==> src/rtl/alu_issue_ctrl.sv <==
// Four-cycle issue controller for the 16-bit ALU: read both operands, execute,
// write the result back and merge the ALU flags into the PSR.
module alu_issue_ctrl #(
   parameter int NREG   = 16,
   parameter int ADDR_W = 4
) (
   input  logic              clk,
   input  logic              rst_n,
   input  logic              inst_valid,
   input  logic [15:0]       inst_data,
   output logic              inst_ready,
   output logic [ADDR_W-1:0] rf_raddr_a,
   output logic [ADDR_W-1:0] rf_raddr_b,
   input  logic [15:0]       rf_rdata_a,
   input  logic [15:0]       rf_rdata_b,
   output logic [7:0]        alu_op,
   output logic [15:0]       alu_a,
   output logic [15:0]       alu_b,
   output logic              alu_cin,
   input  logic [15:0]       alu_result,
   input  logic [4:0]        alu_flags,
   output logic              rf_we,
   output logic [ADDR_W-1:0] rf_waddr,
   output logic [15:0]       rf_wdata,
   output logic [4:0]        psr,
   output logic              busy,
   output logic              illegal
);

   localparam logic [7:0] OP_AND  = 8'h01;
   localparam logic [7:0] OP_OR   = 8'h02;
   localparam logic [7:0] OP_XOR  = 8'h03;
   localparam logic [7:0] OP_ADD  = 8'h05;
   localparam logic [7:0] OP_SUB  = 8'h09;
   localparam logic [7:0] OP_CMP  = 8'h0B;
   localparam logic [7:0] OP_MOV  = 8'h0D;
   localparam logic [7:0] OP_LSH  = 8'h84;
   localparam logic [7:0] OP_ASHU = 8'h86;

   localparam logic [4:0] FL_C = 5'b00001;
   localparam logic [4:0] FL_L = 5'b00010;
   localparam logic [4:0] FL_F = 5'b00100;
   localparam logic [4:0] FL_Z = 5'b01000;
   localparam logic [4:0] FL_N = 5'b10000;

   if ((1 << ADDR_W) != NREG) begin : g_cfg_check
      $error("alu_issue_ctrl: NREG must equal 2**ADDR_W");
   end

   typedef enum logic [1:0] {
      S_IDLE,
      S_READ,
      S_EXEC,
      S_WB
   } state_t;

   state_t      r_state;
   logic [7:0]  r_op;

   logic        w_legal;
   logic        w_write;
   logic        w_swap;
   logic        w_bypass;
   logic [4:0]  w_mask;
   logic [15:0] w_result;

   // Decode of the latched {op, opext}; w_swap feeds Rdest as the shifted value.
   always_comb begin
      w_legal  = 1'b1;
      w_write  = 1'b1;
      w_swap   = 1'b0;
      w_bypass = 1'b0;
      w_mask   = '0;
      case (r_op)
         OP_ADD:  w_mask = FL_C | FL_Z | FL_N;
         OP_SUB:  w_mask = FL_Z | FL_N;
         OP_CMP: begin
            w_write = 1'b0;
            w_mask  = FL_L | FL_F | FL_Z | FL_N;
         end
         OP_AND, OP_OR, OP_XOR: w_mask = FL_Z;
         OP_LSH, OP_ASHU: begin
            w_swap = 1'b1;
            w_mask = FL_Z;
         end
         OP_MOV:  w_bypass = 1'b1;
         default: begin
            w_legal = 1'b0;
            w_write = 1'b0;
         end
      endcase
   end

   assign w_result   = w_bypass ? rf_rdata_a : alu_result;
   assign inst_ready = (r_state == S_IDLE);
   assign busy       = (r_state != S_IDLE);
   assign alu_cin    = 1'b0;

   always_comb begin
      alu_op = '0;
      alu_a  = '0;
      alu_b  = '0;
      if (r_state == S_EXEC) begin
         alu_op = r_op;
         alu_a  = w_swap ? rf_rdata_b : rf_rdata_a;
         alu_b  = w_swap ? rf_rdata_a : rf_rdata_b;
      end
   end

   always_ff @(posedge clk or negedge rst_n) begin
      if (!rst_n) begin
         r_state    <= S_IDLE;
         r_op       <= '0;
         rf_raddr_a <= '0;
         rf_raddr_b <= '0;
         rf_we      <= 1'b0;
         rf_waddr   <= '0;
         rf_wdata   <= '0;
         psr        <= '0;
         illegal    <= 1'b0;
      end else begin
         case (r_state)
            S_IDLE: begin
               if (inst_valid) begin
                  r_op       <= {inst_data[15:12], inst_data[7:4]};
                  rf_raddr_a <= inst_data[ADDR_W-1:0];
                  rf_raddr_b <= inst_data[8 +: ADDR_W];
                  r_state    <= S_READ;
               end
            end
            S_READ: r_state <= S_EXEC;
            S_EXEC: begin
               // Result, write strobe and masked flag merge are all captured here
               // so WB only presents registered values.
               rf_we    <= w_write;
               rf_waddr <= rf_raddr_b;
               rf_wdata <= w_result;
               illegal  <= ~w_legal;
               psr      <= (psr & ~w_mask) | (alu_flags & w_mask);
               r_state  <= S_WB;
            end
            S_WB: begin
               rf_we   <= 1'b0;
               illegal <= 1'b0;
               r_state <= S_IDLE;
            end
            default: r_state <= S_IDLE;
         endcase
      end
   end

endmodule

==> config.mk <==
export PLATFORM = sky130hd
export DESIGN_NAME = alu_issue_ctrl
export DESIGN_NICKNAME = d
export VERILOG_FILES = /design/src/rtl/alu_issue_ctrl.sv
export SDC_FILE = /design/constraint.sdc
export NUM_CORES = 1
export LEC_CHECK = 0
export BUFFER_PORTS_ARGS = -buffer_cell sky130_fd_sc_hd__buf_2
export CAP_MARGIN = 20
export CORE_AREA = 5 5 81 83
export CTS_CLUSTER_DIAMETER = 150
export CTS_CLUSTER_SIZE = 30
export DETAILED_ROUTE_END_ITERATION = 16
export DIE_AREA = 0 0 86 88
export PLACE_DENSITY = 0.82
export SYNTH_ARGS = -nofsm -noshare
export SYNTH_HDL_FRONTEND = slang
export SYNTH_SLANG_ARGS = --single-unit
==> constraint.sdc <==
create_clock -name clk -period 2.4 [get_ports clk]
set_input_delay 0.12 -clock clk [delete_from_list [all_inputs] [get_ports clk]]
set_output_delay 0.12 -clock clk [all_outputs]
set_load 0.02 [all_outputs]
Word-level counts from Yosys, hierarchy flattened
Index checks and enable logic that the tools add are counted.

operators by class
  $add $sub $neg = 0
  $mul = 0
  div/mod/pow operators = 0
  $lt $le $gt $ge = 0
  eq/ne operators = 13
  shift operators = 0
  mux-type cells = 15
  bitwise operators = 5
  reductions and logical operators = 8

operators with widths
  operator              count
  $mux W16              5
  $eq A8 B4 Y1 const B  3
  $pmux W5 S4           1
  $eq A8 B2 Y1 const B  2
  $eq A8 B8 Y1 const B  2
  $and A5 B5 Y5         2
  $reduce_or A9 Y1      1
  $eq A8 B1 Y1 const B  1
  $eq A8 B3 Y1 const B  1
  $mux W8               1
  $pmux W2 S4           1
  $reduce_or A8 Y1      1
  $not A5 Y5            1
  $or A5 B5 Y5          1
  $reduce_or A5 Y1      1
  $eq A2 B2 Y1 const B  2
  $mux W1               4
  $pmux W1 S2           2
  $reduce_bool A2 Y1    2
  $eq A2 B1 Y1 const B  1
  $logic_not A2 Y1      1
  $mux W2               1
  $ne A2 B2 Y1 const B  1
  $reduce_and A2 Y1     1
  other kinds (2)       2

word-level totals
  bits in registers = 45
  latch bits = 0
  memory bits (writable) = 0
  ROM bits = 0
  bits of input ports = 72
  output and inout bits = 78
  word-level logic and storage cells = 50
  memories kept = 0

Depth between registers and ports, before layout
  depth in word-level cells = 6
  gate-level depth with buffers = 6
  depth with buffers taken out = 5

Worst setup path after synthesis
Ideal clock, no wire load.

  path kind = flip-flop to output port
  start point = register r_state[0]
  end point = output port alu_a[15]
  arrival = 1.568 ns
  setup slack = 0.712 ns
  stages on the path, launching flop included = 6
  path through = dfrtp_1 -> inv_1 -> ha_1 -> buf_2 -> clkbuf_1 -> a21boi_0

on the way
  longest elaborated chain between the ends = 2

RTL lines
  what                    RTL line  RTL
  start, declared         57        state_t r_state;
  start signal, assigned  112       r_state <= S_IDLE;
  start signal, assigned  128       r_state <= S_READ;
  start signal, assigned  131       S_READ: r_state <= S_EXEC;
  $eq A2 B2 Y1            103       if (r_state == S_EXEC) begin
  $mux W16                103
  end, declared           17        output logic [15:0] alu_a,

No other way between the ends.

Final worst setup path
  start point = register r_op[3]
  end point = output port alu_b[5]

on the way
  longest elaborated chain between the ends = 5
  elaborated cells on any way between the ends = 6
  classes of those cells = 2 x eq/ne; 3 x mux; 1 x reduce/logical

RTL lines
  what                    RTL line  RTL
  start, declared         58        logic [7:0] r_op;
  start signal, assigned  125       r_op <= {inst_data[15:12], inst_data[7:4]};
  $eq A8 B8 Y1            74        case (r_op)
  $reduce_or A2 Y1 *      n/a
  $mux W1 *               74
  $mux W16 *              106       alu_b = w_swap ? rf_rdata_a : rf_rdata_b;
  $mux W16 *              103
  end, declared           18        output logic [15:0] alu_b,

Every way passes the cells marked *; elsewhere a longest branch is shown, timed or not.

==> results.sh <==
export IMPL_power_uw=4449
export IMPL_vias_per_cell=5.095
export IMPL_crit_slowest_cell="dfrtp_1"
export IMPL_synth_top_area_frac=0.4223
export IMPL_fin_crit_sh=0.8828
export IMPL_rsz0062_at_grt="no"
export IMPL_cts_sinks=45
export IMPL_die_w_um=86
export IMPL_cts_htree_levels=2
export IMPL_root_buffer="clkbuf_8"
export IMPL_dp_hpwl_mm=5.577
export IMPL_outcome="complete, no violations"
export IMPL_drtIter0Drc=80
export IMPL_port_buffer_count=148
export IMPL_overflow=0
export IMPL_synth_seq_area_share=0.4223
export IMPL_crit_arrival_ns=2.00
export IMPL_skew_ns=0.006374
export IMPL_fin_ws_ns=0.2813
export IMPL_fin_setup_tns_ns=0
export IMPL_ys_seq_elements=45
export IMPL_whs_ns=0.03645
export IMPL_critPathLaunchType="register"
export IMPL_powerDensity_nw_per_um2=1243
export IMPL_p_leak_uw=0.001952
export IMPL_place_congestion=0.7768
export IMPL_ir_worst_vdd_mv=0.7998
export IMPL_cp_required_ns=2.28
export IMPL_synth_distinct_cells=38
export IMPL_grt_usage=0.1946
export IMPL_syn_num_nets=363
export IMPL_tightest_slew_ns=0.6740
export IMPL_start_util=0.4613
export IMPL_finalHoldViolCount=0
export IMPL_crit_path_cell_trace="and4bb_1 -> and2_1 -> buf_6 -> nand2_1 -> a21boi_1 -> buf_2"
export IMPL_grt_pass1_vias=2574
export IMPL_syn_to_final_growth_pct=34.21
export IMPL_diodes=0
export IMPL_synth_cells=288
export IMPL_ys_warn_count=0
export IMPL_setup_viol=0
export IMPL_grt_pass1_wl_mm=11.80
export IMPL_ant_nets=0
export IMPL_crit_path_end_kind="output pin"
export IMPL_cap_violations=0
export IMPL_final_nets=504
export IMPL_gr_usage_met1=0.2286
export IMPL_avgSynthCellArea_um2=9.258
export IMPL_dr_pass1_iters=5
export IMPL_antenna_found_initial=0
export IMPL_grt_busiest_layer="met2"
export IMPL_ios=150
export IMPL_slew_viol_final=0
export IMPL_use_met2=0.3434
export IMPL_grt_max_degree=46
export IMPL_die_h_um=88
export IMPL_post_place_ws_ns=0.5180
export IMPL_cts_setup_buffers=0
export IMPL_cts_tree="done"
export IMPL_met3_usage=0.06773
export IMPL_synth_ff_type="dfrtp_1"
export IMPL_cts_buffers=5
export IMPL_synth_edf_count=0
export IMPL_vias=2573
export IMPL_dieArea_um2=7568
export IMPL_worstSetupPathType="register to output pin"
export IMPL_post_route_util=0.6190
export IMPL_clkTransAtPathRegs_ns=0.08
export IMPL_yosys_area_top_type="dfrtp_1"
export IMPL_hold_class="input port to register"
export IMPL_max_stage_delay_ns=0.51
export IMPL_postSynth_asyncResetShare=1.000
export IMPL_drt_wirelength_per_cell_um=14.52
export IMPL_route_detailed_drc=0
export IMPL_clock_latency_ns=0.29
export IMPL_cp_max_fo=32
export IMPL_core_area_um2=5781
export IMPL_cts_buffer_depth=2
export IMPL_synth_area_leaders="dfrtp_1 (42%), mux2_2 (10%), nand2_1 (9.7%)"
export IMPL_num_rows=28
export IMPL_drive_above_1_share=0.4488
export IMPL_slew_limit_headroom=0.5496
export IMPL_max_freq_mhz=472.0
export IMPL_wl_mm=7.335
export IMPL_syn_cell_area_um2=2666
export IMPL_fin_crit_ns=2.119
## cell usage after synthesis, types with 2 or more instances
cell type / count
nor2_1: 22
a21boi_1: 30
a21boi_0: 2
nand2_1: 69
and2_1: 8
buf_4: 2
mux2_2: 24
mux2i_1: 16
buf_6: 3
dfrtp_1: 45
nor2b_1: 2
clkbuf_1: 9
o21ai_0: 3
inv_1: 4
buf_2: 5
a21oi_1: 20
ha_1: 3
## repair_timing
action / in CTS / in global routing
hold endpoints to repair: 0 / 12
endpoints found under the setup margin: 0 / 2
resized for setup: 0 / 1
hold buffers: 0 / 1
## per-layer routing
layer / up-vias / share of wire
met5: - / 0
met4: 0 / 0.010
met3: 9 / 0.11
met2: 125 / 0.48
met1: 1192 / 0.40
li1: 1247 / -
## final cells by class
cell class | count | area, um2
fillers | 495 | 2202
multi-input cells | 219 | 1405
flip-flops and latches | 45 | 1126
repair buffers | 154 | 804.5
well taps | 75 | 93.84
clock buffers | 5 | 68.82
clock inverters | 3 | 65.06
inverters | 4 | 15.01
## kinds of logic after synthesis
| logic type | Yosys count | share of synthesized area |
|---|---|---|
| simple gates | 116 | 0.2046 |
| compound gates | 59 | 0.1445 |
| flops | 45 | 0.4223 |
| mux | 40 | 0.1614 |
| buf+inv | 24 | 0.05161 |
| fa+ha+maj | 3 | 0.01408 |
| other cells | 1 | 0.001406 |
## worst max-delay path: cells and delay by family, from the launching register on
kind | cells | cell delay, ns
compound gates | 1 | 0.15
buf+inv | 2 | 0.44
flops | 1 | 0.51
simple gates | 3 | 0.59
## layout by cell type, fill, tap and decap left out, types with 2 or more instances in the layout
cell,synthesis,layout
ha_1,3,2
a21boi_1,30,30
a21boi_0,2,2
nor2_1,22,22
clkbuf_8,0,5
mux2i_1,16,16
mux2_2,24,24
bufinv_16,0,2
a21oi_1,20,20
inv_1,4,4
nand2_1,69,69
nor2b_1,2,2
buf_2,5,148
o21ai_0,3,3
buf_4,2,3
dfrtp_1,45,45
and2_1,8,8
## path summary, 6_finish.rpt
check / startpoint / endpoint / slack, ns / cells after the start
setup / recovery: r_op[3] / alu_b[5] / 0.28 / 6
hold / removal: inst_valid / r_state[1] / 0.04 / 2
setup reg to reg: r_state[0] / r_op[5] / 0.66 / 4
hold reg to reg: register / register / 0.51 / 1
max in group asynchronous: rst_n / r_op[6] / 1.67 / 3
min in group asynchronous: rst_n / r_op[1] / 0.25 / 2
## power by group
part	internal [uW]	switching (uW)
Sequential	1120	263
Combinational	959	1440
Clock	414	254
Total	2490	1960
## metrics by stage
| stage | area (um2) | cells |
|---|---|---|
| 5_1_grt | 3578 | 505 |
| 4_1_cts | 3545 | 503 |
| 2_1_floorplan | 2666 | 288 |
| 3_5_place_dp | 3411 | 495 |
| 6_report | 3578 | 505 |
| 3_3_place_gp | 3411 | 495 |
No activity file was read; power rests on OpenSTA's default activity.
